[config.mk]
export PLATFORM = sky130hd
export DESIGN_NAME = flow_ctrl
export DESIGN_NICKNAME = d
export VERILOG_FILES = /design/src/rtl/flow_ctrl.sv
export SDC_FILE = /design/constraint.sdc
export NUM_CORES = 1
export LEC_CHECK = 0
export CAP_MARGIN = 20
export CELL_PAD_IN_SITES_DETAIL_PLACEMENT = 1
export CELL_PAD_IN_SITES_GLOBAL_PLACEMENT = 1
export CORE_MARGIN = 4
export CORE_UTILIZATION = 25
export CTS_BUF_LIST = sky130_fd_sc_hd__clkbuf_8
export CTS_CLUSTER_SIZE = 25
export DETAILED_ROUTE_END_ITERATION = 6
export PLACE_DENSITY_LB_ADDON = 0.1
export SYNTH_ARGS = -nofsm -noshare
export SYNTH_HDL_FRONTEND = slang
export SYNTH_SLANG_ARGS = --single-unit
[constraint.sdc]
create_clock -name clk -period 1.7 [get_ports clk]
set_input_delay 0.17 -clock clk [delete_from_list [all_inputs] [get_ports clk]]
set_output_delay 0.17 -clock clk [all_outputs]
set_load 0.05 [all_outputs]
[src/rtl/flow_ctrl.sv]
// flow_ctrl: program-counter and status-register flow control unit.
// Executes one jump / status / trap op per cycle with a RUN/TRAP state machine.
module flow_ctrl (
    input  logic        clk,
    input  logic        rst,
    input  logic        op_valid,
    output logic        op_ready,
    input  logic [2:0]  op_code,
    input  logic [19:0] op_target,
    input  logic [3:0]  op_imm,
    input  logic        alu_flag_we,
    input  logic        alu_zero,
    input  logic        alu_sign,
    input  logic        alu_carry,
    input  logic        trap_ack,
    output logic [19:0] pc,
    output logic [4:0]  sr,
    output logic [19:0] epc,
    output logic        redirect
);

    typedef enum logic {
        ST_RUN  = 1'b0,
        ST_TRAP = 1'b1
    } state_t;

    localparam logic [2:0] OP_TRAP  = 3'd0;
    localparam logic [2:0] OP_NOP   = 3'd1;
    localparam logic [2:0] OP_JMP   = 3'd2;
    localparam logic [2:0] OP_JZ    = 3'd3;
    localparam logic [2:0] OP_JS    = 3'd4;
    localparam logic [2:0] OP_JZS   = 3'd5;
    localparam logic [2:0] OP_LDSR  = 3'd6;
    localparam logic [2:0] OP_XORSR = 3'd7;

    localparam int SR_ZERO  = 0;
    localparam int SR_SIGN  = 1;
    localparam int SR_MODE  = 3;
    localparam int SR_TRAP  = 4;

    localparam logic [4:0] SR_RESET = 5'b01000;

    state_t      state_q, state_d;
    logic [19:0] pc_q, pc_d;
    logic [19:0] epc_q, epc_d;
    logic [4:0]  sr_q, sr_d;
    logic        redirect_q, redirect_d;

    logic        accept;
    logic        is_jump;
    logic        jump_taken;
    logic [19:0] jump_target;
    logic [19:0] pc_inc;

    // State register for the RUN/TRAP machine.
    always_ff @(posedge clk or posedge rst) begin
        if (rst) begin
            state_q <= ST_RUN;
        end else begin
            state_q <= state_d;
        end
    end

    // Next state: a TRAP op enters TRAP, trap_ack returns to RUN.
    always_comb begin
        state_d = state_q;
        unique case (state_q)
            ST_RUN: begin
                if (accept && (op_code == OP_TRAP)) begin
                    state_d = ST_TRAP;
                end
            end
            ST_TRAP: begin
                if (trap_ack) begin
                    state_d = ST_RUN;
                end
            end
            default: state_d = ST_RUN;
        endcase
    end

    // Handshake output: ops are only taken while running.
    always_comb begin
        op_ready = 1'b0;
        unique case (state_q)
            ST_RUN:  op_ready = 1'b1;
            ST_TRAP: op_ready = 1'b0;
            default: op_ready = 1'b0;
        endcase
    end

    assign accept = op_valid && op_ready;
    assign pc_inc = pc_q + 20'd1;

    // Jump decode: conditions look at the flags held before this edge.
    always_comb begin
        is_jump    = 1'b0;
        jump_taken = 1'b0;
        unique case (op_code)
            OP_JMP: begin
                is_jump    = 1'b1;
                jump_taken = 1'b1;
            end
            OP_JZ: begin
                is_jump    = 1'b1;
                jump_taken = sr_q[SR_ZERO];
            end
            OP_JS: begin
                is_jump    = 1'b1;
                jump_taken = sr_q[SR_SIGN];
            end
            OP_JZS: begin
                is_jump    = 1'b1;
                jump_taken = sr_q[SR_ZERO] | sr_q[SR_SIGN];
            end
            default: begin
                is_jump    = 1'b0;
                jump_taken = 1'b0;
            end
        endcase
        if (sr_q[SR_MODE]) begin
            jump_target = op_target;
        end else begin
            jump_target = {10'b0, op_target[9:0]};
        end
    end

    // Datapath next values for pc, epc, sr and the redirect pulse.
    always_comb begin
        pc_d       = pc_q;
        epc_d      = epc_q;
        sr_d       = sr_q;
        redirect_d = 1'b0;
        if (state_q == ST_RUN) begin
            // ALU flags first so a status op below overrides them.
            if (alu_flag_we) begin
                sr_d[2:0] = {alu_carry, alu_sign, alu_zero};
            end
            if (accept) begin
                if (op_code == OP_TRAP) begin
                    epc_d          = pc_inc;
                    sr_d[SR_TRAP]  = 1'b1;
                end else if (op_code == OP_LDSR) begin
                    sr_d[3:0] = op_imm;
                    pc_d      = pc_inc;
                end else if (op_code == OP_XORSR) begin
                    sr_d[3:0] = sr_q[3:0] ^ op_imm;
                    pc_d      = pc_inc;
                end else if (is_jump && jump_taken) begin
                    pc_d       = jump_target;
                    redirect_d = 1'b1;
                end else begin
                    pc_d = pc_inc;
                end
            end
        end else if (trap_ack) begin
            pc_d          = epc_q;
            sr_d[SR_TRAP] = 1'b0;
            redirect_d    = 1'b1;
        end
    end

    // Architectural registers; reset restores full-word mode.
    always_ff @(posedge clk or posedge rst) begin
        if (rst) begin
            pc_q       <= 20'd0;
            epc_q      <= 20'd0;
            sr_q       <= SR_RESET;
            redirect_q <= 1'b0;
        end else begin
            pc_q       <= pc_d;
            epc_q      <= epc_d;
            sr_q       <= sr_d;
            redirect_q <= redirect_d;
        end
    end

    assign pc       = pc_q;
    assign epc      = epc_q;
    assign sr       = sr_q;
    assign redirect = redirect_q;

endmodule

# Yosys cells after proc, flatten, opt, wreduce, memory -nomap -nowiden
# Index checks and enable logic that the tools add are counted.
[word_totals]
out_inout_bits = 47
inputBits = 35
ff_bits = 47
[op_classes]
addsub = 1
n_mux = 29
n_bitwise = 4
reduce_logical = 12
n_eq_ne = 8
[ops]
columns = ["op", "count"]
rows = [
  ["20-bit two-way mux", 8],
  ["20-bit by 1-bit adder with 20-bit output (second input constant)", 1],
  ["1-bit two-way mux", 13],
  ["3-bit == test (second input constant)", 4],
  ["4-bit two-way mux", 3],
  ["3-bit AND reduction", 3],
  ["3-bit by 2-bit == test with 1-bit output (second input constant)", 2],
  ["2-bit nonzero test", 3],
  ["5-bit two-way mux", 1],
  ["2-bit != test (second input constant)", 2],
  ["1-bit case mux with 2 select lines", 2],
  ["1-bit case mux with 4 select lines", 1],
  ["4-bit AND reduction", 1],
  ["4-bit OR reduction", 1],
  ["4-bit XOR", 1],
  ["1-bit logical AND", 3],
  ["3-bit zero test", 1],
  ["3-bit two-way mux", 1],
  ["1-bit inverter", 2],
  ["1-bit bitwise OR", 1],
]

# Logic depth before layout (Yosys ltp)
# Gate-level depths: netlist (run 1).
[logic_depth]
word_depth = 10
depth_mapped = 7
ltp_nobuf = 6

# Least setup slack after synthesis (run 1)
# No wires, ideal clock.
[synth_path]
path_type = "reg-to-reg"
from = "register pc_q[6] (netlist: pc[6])"
to = "register pc_q[15] (netlist: pc[15])"
path_slack_ps = -579
path_stages_with_launch = 7
n_path_buf = 1
t_required_ps = 1580
synth_period_minus_slack_ps = 2279
t_arrival_ps = 2158
cell_sequence = "dfrtp_1 -> buf_2 -> nand4_1 -> nor4_4 -> nand4_1 -> or4b_1 -> o211a_1"
[synth_between]
elab_chain_len = 7
[synth_rtl]
columns = ["element", "line_no", "text"]
rows = [
  ["from (decl)", "44", "logic [19:0] pc_q, pc_d;"],
  ["from (signal assigned)", "171", "pc_q <= pc_d;"],
  ["20-bit by 1-bit adder with 20-bit output (*)", "93", "assign pc_inc = pc_q + 20'd1;"],
  ["20-bit two-way mux", "149", "end else if (is_jump && jump_taken) begin"],
  ["20-bit two-way mux", "146", "end else if (op_code == OP_XORSR) begin"],
  ["20-bit two-way mux (*)", "143", "end else if (op_code == OP_LDSR) begin"],
  ["20-bit two-way mux (*)", "140", "if (op_code == OP_TRAP) begin"],
  ["20-bit two-way mux (*)", "139", "if (accept) begin"],
  ["20-bit two-way mux (*)", "134", "if (state_q == ST_RUN) begin"],
]
# Mark *: on every way between the ends. The rest lies on a longest branch, timed or not. The select of a mux whose other input is x is not followed.
# A chain may end at the register's enable or synchronous reset.

# Worst setup path in the final report (run 1)
[layout_path]
from = "register sr_q[0] (netlist: sr[0])"
to = "register pc_q[15] (netlist: pc[15])"
[layout_between]
elab_chain_len = 9
[layout_rtl]
columns = ["element", "line_no", "text"]
rows = [
  ["from (decl)", "46", "logic [4:0] sr_q, sr_d;"],
  ["from (signal assigned)", "173", "sr_q <= sr_d;"],
  ["1-bit bitwise OR", "114", "jump_taken = sr_q[SR_ZERO] | sr_q[SR_SIGN];"],
  ["1-bit case mux with 4 select lines (*)", "99", "unique case (op_code)"],
  ["1-bit logical AND (*)", "149", ""],
  ["20-bit two-way mux (*)", "149", ""],
  ["20-bit two-way mux (*)", "146", ""],
  ["20-bit two-way mux (*)", "143", ""],
  ["20-bit two-way mux (*)", "140", ""],
  ["20-bit two-way mux (*)", "139", ""],
  ["20-bit two-way mux (*)", "134", ""],
]
# Marks and branches as above.

==> impl_metrics.tcl, run 1 <==
set metrics [dict create \
    internal_power_w 0.00357 \
    timing.critical_path.to_type "flip-flop" \
    finalWorstSetupSlack_ns -0.0407 \
    synth.cell_area_mm2 0.00279 \
    data_arrival_time_of_the_worst_path_ns 1.94 \
    io_pins 82 \
    pre_cts_slack_ns -0.319 \
    dieArea_mm2 0.0129 \
    ctsLongestPathBuffers 2 \
    worst_margin_pin_slew_ns 0.493 \
    slew_headroom_pct 67.0 \
    synth_nets 355 \
    routedWlPerCell_um 17.7 \
    post_synth.cell_area_avg_um2 8.73 \
    antennaDiodeCount 0 \
    cp_slowest_cell "sky130_fd_sc_hd__dfrtp_2" \
    number_of_sinks_driven_by_the_clock_tree 47 \
    final_antenna_net_count 0 \
    grt_max_degree 48 \
    p_leak_nw 1.92 \
    drive_gt1_share_pct 37.8 \
    share_seq_of_total_power_pct 27.3 \
    die_height_um 114 \
    ys_async_sr_fraction_pct 100 \
    firstDrtPassIters 4 \
    gp_congestion 0.759 \
    initialDrtViolationCount 60 \
    critPathLaunchType "flip-flop" \
    numCtsBuffers 5 \
    rows 38 \
    cts.htree.levels 2 \
    critical_path.max_stage_delay_ns 0.44 \
    grt_pass1_wl_um 17200 \
    grt_use_total_pct 16.6 \
    most-common-layout-cells "sky130_fd_sc_hd__buf_4 (102), sky130_fd_sc_hd__nand2_1 (42), sky130_fd_sc_hd__clkdlybuf4s50_1 (35)" \
    classification_of_the_worst_slack_hold_path "in2async" \
    initial_core_util_pct 25.6 \
    worst-endpoint-required_ns 1.90 \
    tritoncts "done" \
    wl_um 10500 \
    clock-skew-final_ns 0.0108 \
    worst_skew_pair.late_latency_ns 0.31 \
    timing.final.max_slew_violations 0 \
    hold_violations 0 \
    dpl.hpwl_um 7940 \
    commonest_non_fill_non_tap_cell_in_the_layout "sky130_fd_sc_hd__buf_4" \
    power.share.clock_pct 12.9 \
    timing.fmax_mhz 574 \
    power.density_cell_area_mw_per_mm2 1580 \
    placeable_core_region_mm2 0.0109 \
    layout.nets 490 \
    synth-seq-cells 47 \
    port_buffers 81 \
    yosys.cell_types.count 50 \
    first_global_vias 3158 \
    gr-total-overflow 0 \
    die_width_um 114 \
    detail_route.vias_per_cell 5.01 \
    synth_enable_flop_cells 0 \
    rsz0062_at_grt "true" \
    clock_tree.root_cell "sky130_fd_sc_hd__clkbuf_8" \
    ir_worst_vdd_uv 1030 \
    grt_antenna_before_repair 0 \
    timing.final.crit_share_pct 102 \
    vias 2979 \
    pwr-share-comb_pct 59.8 \
    crit_fanout 3 \
    route.detailed.drc 0 \
    crit_type "reg2reg" \
    cap_violations 0 \
    period_needed_ns 1.74 \
    post_synth_inst_count 319 \
    whs_ns 0.207 \
    clkTransAtPathRegs_ns 0.10 \
    synth.yosys.seq_area_share_pct 42.3 \
    power_switching_share_pct 48.8 \
    layout-area-overhead-vs-synth_pct 58.6 \
    synth_warnings 0 \
    violations "negative setup slack" \
    hold_fix_buffers_at_cts 0 \
    cp_cell_sequence "a21o_1 -> a22o_1 -> a21oi_1 -> or4b_1 -> o211a_1" \
    p_sw_w 0.00341 \
    status "finished, violations left" \
    setup_viol_count_final 1 \
    dominantRegCellSynth "sky130_fd_sc_hd__dfrtp_1" \
    final_core_util_pct 40.6 \
]
[sequential cells by signal, summed over array words and instances, names as in the netlist]
name / cells
redirect: 1
pc: 20
epc: 20
state_q: 1
sr: 5
[Yosys cell counts, drive strengths merged, types with 2 or more instances]
master / number / area [µm²]
dfrtp: 46 / 1150
nand2: 46 / 173
o21ai: 33 / 165
a21oi: 26 / 134
nor2: 19 / 71.3
nand3: 13 / 65.1
xnor2: 11 / 96.3
clkbuf: 10 / 38.8
buf: 9 / 43.8
nand4: 8 / 65.1
xor2: 8 / 70.1
and3: 7 / 43.8
inv: 7 / 26.3
and4: 6 / 52.6
a31oi: 5 / 31.3
nand2b: 5 / 31.3
nor2b: 5 / 31.3
o211ai: 5 / 37.5
a221oi: 4 / 41.3
mux2: 4 / 45.0
nor3: 4 / 20.0
o22ai: 4 / 25.0
a32oi: 3 / 26.3
nor4: 3 / 33.8
o221a: 3 / 33.8
a21o: 2 / 15.0
a22o: 2 / 17.5
a22oi: 2 / 15.0
mux2i: 2 / 20.0
o211a: 2 / 20.0
o21a: 2 / 15.0
o22a: 2 / 17.5
[path summary, 6_finish.rpt]
check / depth (start not counted) / from / endpoint / slack [ns]
hold / removal: 3 / rst / epc[4]$_DFFE_PP0P_ / 0.21
hold reg to reg: 2 / sr[4]$_DFFE_PP0P_ / sr[4]$_DFFE_PP0P_ / 0.49
min in group clk: 2 / sr[4]$_DFFE_PP0P_ / sr[4]$_DFFE_PP0P_ / 0.49
max in group asynchronous: 3 / rst / sr[3]$_DFFE_PP1P_ / 1.19
setup / recovery: 5 / sr[0]$_DFFE_PP0N_ / pc[15]$_DFFE_PP0P_ / -0.04
setup reg to reg: 5 / sr[0]$_DFFE_PP0N_ / pc[15]$_DFFE_PP0P_ / -0.04
[power by group through the flow]
stage                     sequential, W  combinational, W  clock [W]
after floorplan                 0.00332           0.00110          0
after global placement          0.00191           0.00407          0
after detailed placement        0.00192           0.00411          0
after CTS                       0.00191           0.00416   0.000937
after global routing            0.00198           0.00448   0.000990
final                           0.00190           0.00418   0.000901
[worst max-delay path: cells and delay by family, from the launching register on]
| family | cells | cell delay [ns] |
|---|---|---|
| simple gates | 1 | 0.44 |
| compound gates | 4 | 0.75 |
| flops | 1 | 0.44 |
[kinds of logic after synthesis]
logic type / Yosys count / synth area share, %
adders and majority gates: 1 / 0.449
xor gates and xnor gates: 19 / 5.97
AOI/OAI and AO/OA: 101 / 23.3
and+or+nand+nor: 118 / 21.7
buffers and inverters: 27 / 4.04
muxes: 6 / 2.33
DFF: 47 / 42.3
[stage by stage]
| step | instances | power (W) | instance area (µm²) | TNS (ns) |
|---|---|---|---|---|
| floorplan | 319 | 0.00442 | 2880 | -0.354 |
| global placement | 579 | 0.00599 | 4150 | -4.35 |
| detailed placement | 579 | 0.00604 | 4150 | -4.69 |
| CTS | 590 | 0.00700 | 4310 | -0.0633 |
| global route | 595 | 0.00744 | 4420 | -0.396 |
| finish | 595 | 0.00699 | 4420 | -0.0407 |
[layout make-up]
class,instances,area [µm²]
fill,1277,6470
multi-input combinational,245,1600
timing repair buffer,147,1290
sequential,47,1200
tap,140,175
clock buffer,6,82.6
clock inverter,2,35.0
inverter,8,35.0
[timing repair]
| action | 4_1_cts | 5_1_grt |
|---|---|---|
| setup buffers | 3 | 5 |
| cloned | 0 | 0 |
| pin swaps | 1 | 9 |
| gates resized for setup | 4 | 20 |
| setup endpoints to repair | 4 | 20 |
[layer usage]
metal | up-vias | GRT usage (%) | share of wire, %
met5 | - | 0 | 0
met4 | 0 | 4.65 | 1.5
met3 | 15 | 2.92 | 4.4
met2 | 61 | 28.5 | 49
met1 | 1469 | 21.5 | 45
li1 | 1434 | - | -
No activity file was read; power rests on OpenSTA's default activity.
==> run 2: changes to the inputs <==
- CORE_UTILIZATION: 25 -> 32
==> run 2 against run 1 <==
  * Maximum frequency shrank 2.0%
  * Utilization up 11 points
  * Register-to-register slack worse by 0.04 ns
  * Critical endpoint unchanged
  * Sequential power hardly changed
  * Die area decreased by 20%
  * The run still ends with negative setup slack left
  * Sequential cell count unchanged
  * Global-route usage is 3.9 points higher
  * Clock power decreased by 15%
  * First-iteration DRC count shrank 12%
  * Critical path depth did not move
  * Highest routed layer unchanged
  * Combinational power about the same
  * Clock-buffer cell count increased by 1
==> impl_metrics.tcl, run 2 (same netlist as run 1, synthesis figures left out) <==
set metrics [dict create \
    status "finished, violations left" \
    violations "negative setup slack" \
    placeable_core_region_mm2 0.00834 \
    classification_of_the_worst_slack_hold_path "in2async" \
    cts.htree.levels 2 \
    gr-total-overflow 0 \
    initial_core_util_pct 33.4 \
    cp_cell_sequence "a21o_1 -> a22o_1 -> a21oi_1 -> or4b_1 -> o211a_1" \
    port_buffers 81 \
    firstDrtPassIters 5 \
    ff_to_ff_setup_slack_ns -0.08 \
    cp_slowest_cell "sky130_fd_sc_hd__or4b_1" \
    rows 33 \
    numCtsBuffers 5 \
    antennaDiodeCount 0 \
    share_seq_of_total_power_pct 27.9 \
    dpl.hpwl_um 7650 \
    dieArea_mm2 0.0103 \
    detail_route.vias_per_cell 5.33 \
    power.share.clock_pct 11.3 \
    most-common-layout-cells "sky130_fd_sc_hd__buf_4 (98), sky130_fd_sc_hd__nand2_1 (43), sky130_fd_sc_hd__clkdlybuf4s50_1 (35)" \
    setup_viol_count_final 2 \
    pre_cts_slack_ns -0.368 \
    timing.final.max_slew_violations 0 \
    die_height_um 101 \
    final_antenna_net_count 0 \
    period_needed_ns 1.78 \
    timing.rr.start "sr[0]$_DFFE_PP0N_" \
    timing.fmax_mhz 563 \
    grt_antenna_before_repair 0 \
    die_width_um 101 \
    drive_gt1_share_pct 36.5 \
    hold_violations 0 \
    number_of_sinks_driven_by_the_clock_tree 47 \
    grt_pass1_wl_um 16600 \
    timing.final.crit_share_pct 104 \
    first_global_vias 3161 \
    critical_path.max_stage_delay_ns 0.46 \
    ctsLongestPathBuffers 2 \
    initialDrtViolationCount 53 \
    hold_fix_buffers_at_cts 0 \
    gp_congestion 0.783 \
    p_sw_w 0.00340 \
    ir_worst_vdd_uv 1010 \
    rsz0062_at_grt "true" \
    io_pins 82 \
    grt_use_total_pct 20.5 \
    data_arrival_time_of_the_worst_path_ns 1.97 \
    p_leak_nw 1.90 \
    clock-skew-final_ns 0.00526 \
    internal_power_w 0.00343 \
    rr_worst_depth 5 \
    wl_um 10300 \
    commonest_non_fill_non_tap_cell_in_the_layout "sky130_fd_sc_hd__buf_4" \
    crit_fanout 3 \
    crit_type "reg2reg" \
    timing.critical_path.to_type "flip-flop" \
    power_switching_share_pct 49.8 \
    cap_violations 0 \
    finalWorstSetupSlack_ns -0.0761 \
    routedWlPerCell_um 18.5 \
    r2r-end "pc[15]$_DFFE_PP0P_" \
    pwr-share-comb_pct 60.9 \
    layout.nets 487 \
    power.density_cell_area_mw_per_mm2 1570 \
    worst-endpoint-required_ns 1.90 \
    worst_skew_pair.late_latency_ns 0.30 \
    slew_headroom_pct 67.0 \
    grt_max_degree 25 \
    layout-area-overhead-vs-synth_pct 55.8 \
    worst_margin_pin_slew_ns 0.493 \
    clock_tree.root_cell "sky130_fd_sc_hd__clkbuf_8" \
    route.detailed.drc 0 \
    critPathLaunchType "flip-flop" \
    vias 2970 \
    tritoncts "done" \
    design_power_total_w 0.00684 \
    clkTransAtPathRegs_ns 0.09 \
    final_core_util_pct 52.1 \
]
## run 2: layer usage
metal | part of all wire, % | GRT usage, % | vias to the layer above
li1 | - | - | 1433
met1 | 45 | 26.6 | 1487
met2 | 51 | 36.5 | 46
met3 | 3.5 | 3.10 | 4
met4 | 0.51 | 3.78 | 0
met5 | 0 | 0 | -
## run 2: area by class of cell
type	instances	area (µm²)
sequential	47	1200
clock buffer	7	96.3
tap	105	131
timing repair buffer	144	1270
inverter	8	31.3
fill	987	4000
clock inverter	1	3.75
multi-input combinational	245	1610
## run 2: how the worst max path moves through the flow
stage          slack [ns]              start                  to
2_1_floorplan       -0.29  pc[6]$_DFFE_PP0P_  pc[15]$_DFFE_PP0P_
3_3_place_gp        -0.30         op_code[2]  pc[15]$_DFFE_PP0P_
3_5_place_dp        -0.37         op_code[0]  pc[15]$_DFFE_PP0P_
4_1_cts             -0.07  pc[2]$_DFFE_PP0P_  pc[15]$_DFFE_PP0P_
5_1_grt             -0.20  pc[2]$_DFFE_PP0P_  pc[15]$_DFFE_PP0P_
6_report            -0.08  sr[0]$_DFFE_PP0N_  pc[15]$_DFFE_PP0P_
## run 2: metrics by stage
step / area (µm²) / setup TNS, ns / cells / hold slack, ns
CTS: 4230 / -0.0731 / 552 / 0.140
floorplan: 2880 / -0.354 / 319 / 0.266
finish: 4340 / -0.0794 / 557 / 0.145
global route: 4340 / -0.512 / 557 / 0.171
global placement: 4110 / -3.29 / 543 / 0.472
detailed placement: 4110 / -4.12 / 543 / 0.475
## run 2: repair_timing
| item | CTS | global route |
|---|---|---|
| pin swaps | 4 | 12 |
| resized for setup | 1 | 23 |
| cloned | 0 | 0 |
| endpoints found under the hold margin | 0 | 0 |
| setup buffers | 1 | 5 |
| setup endpoints to repair | 2 | 14 |
## run 2: critical path: cells and delay by family, from the launching register on
| kind | cells | cell delay [ns] |
|---|---|---|
| DFF | 1 | 0.44 |
| AOI/OAI and AO/OA | 4 | 0.78 |
| and+or+nand+nor | 1 | 0.46 |
## run 2: power by group through the flow
stage	logic (W)	clock network, W	registers (W)
finish	0.00416	0.000770	0.00191
global route	0.00443	0.000842	0.00197
CTS	0.00408	0.000799	0.00191
detailed placement	0.00406	0	0.00192
global placement	0.00399	0	0.00191
floorplan	0.00110	0	0.00332
==> run 3: changes to the inputs <==
- ABC_CLOCK_PERIOD_IN_PS: default -> 1700
==> results of run 3 <==
Same layout as run 2: the final DEF is identical, and so are final timing and power.
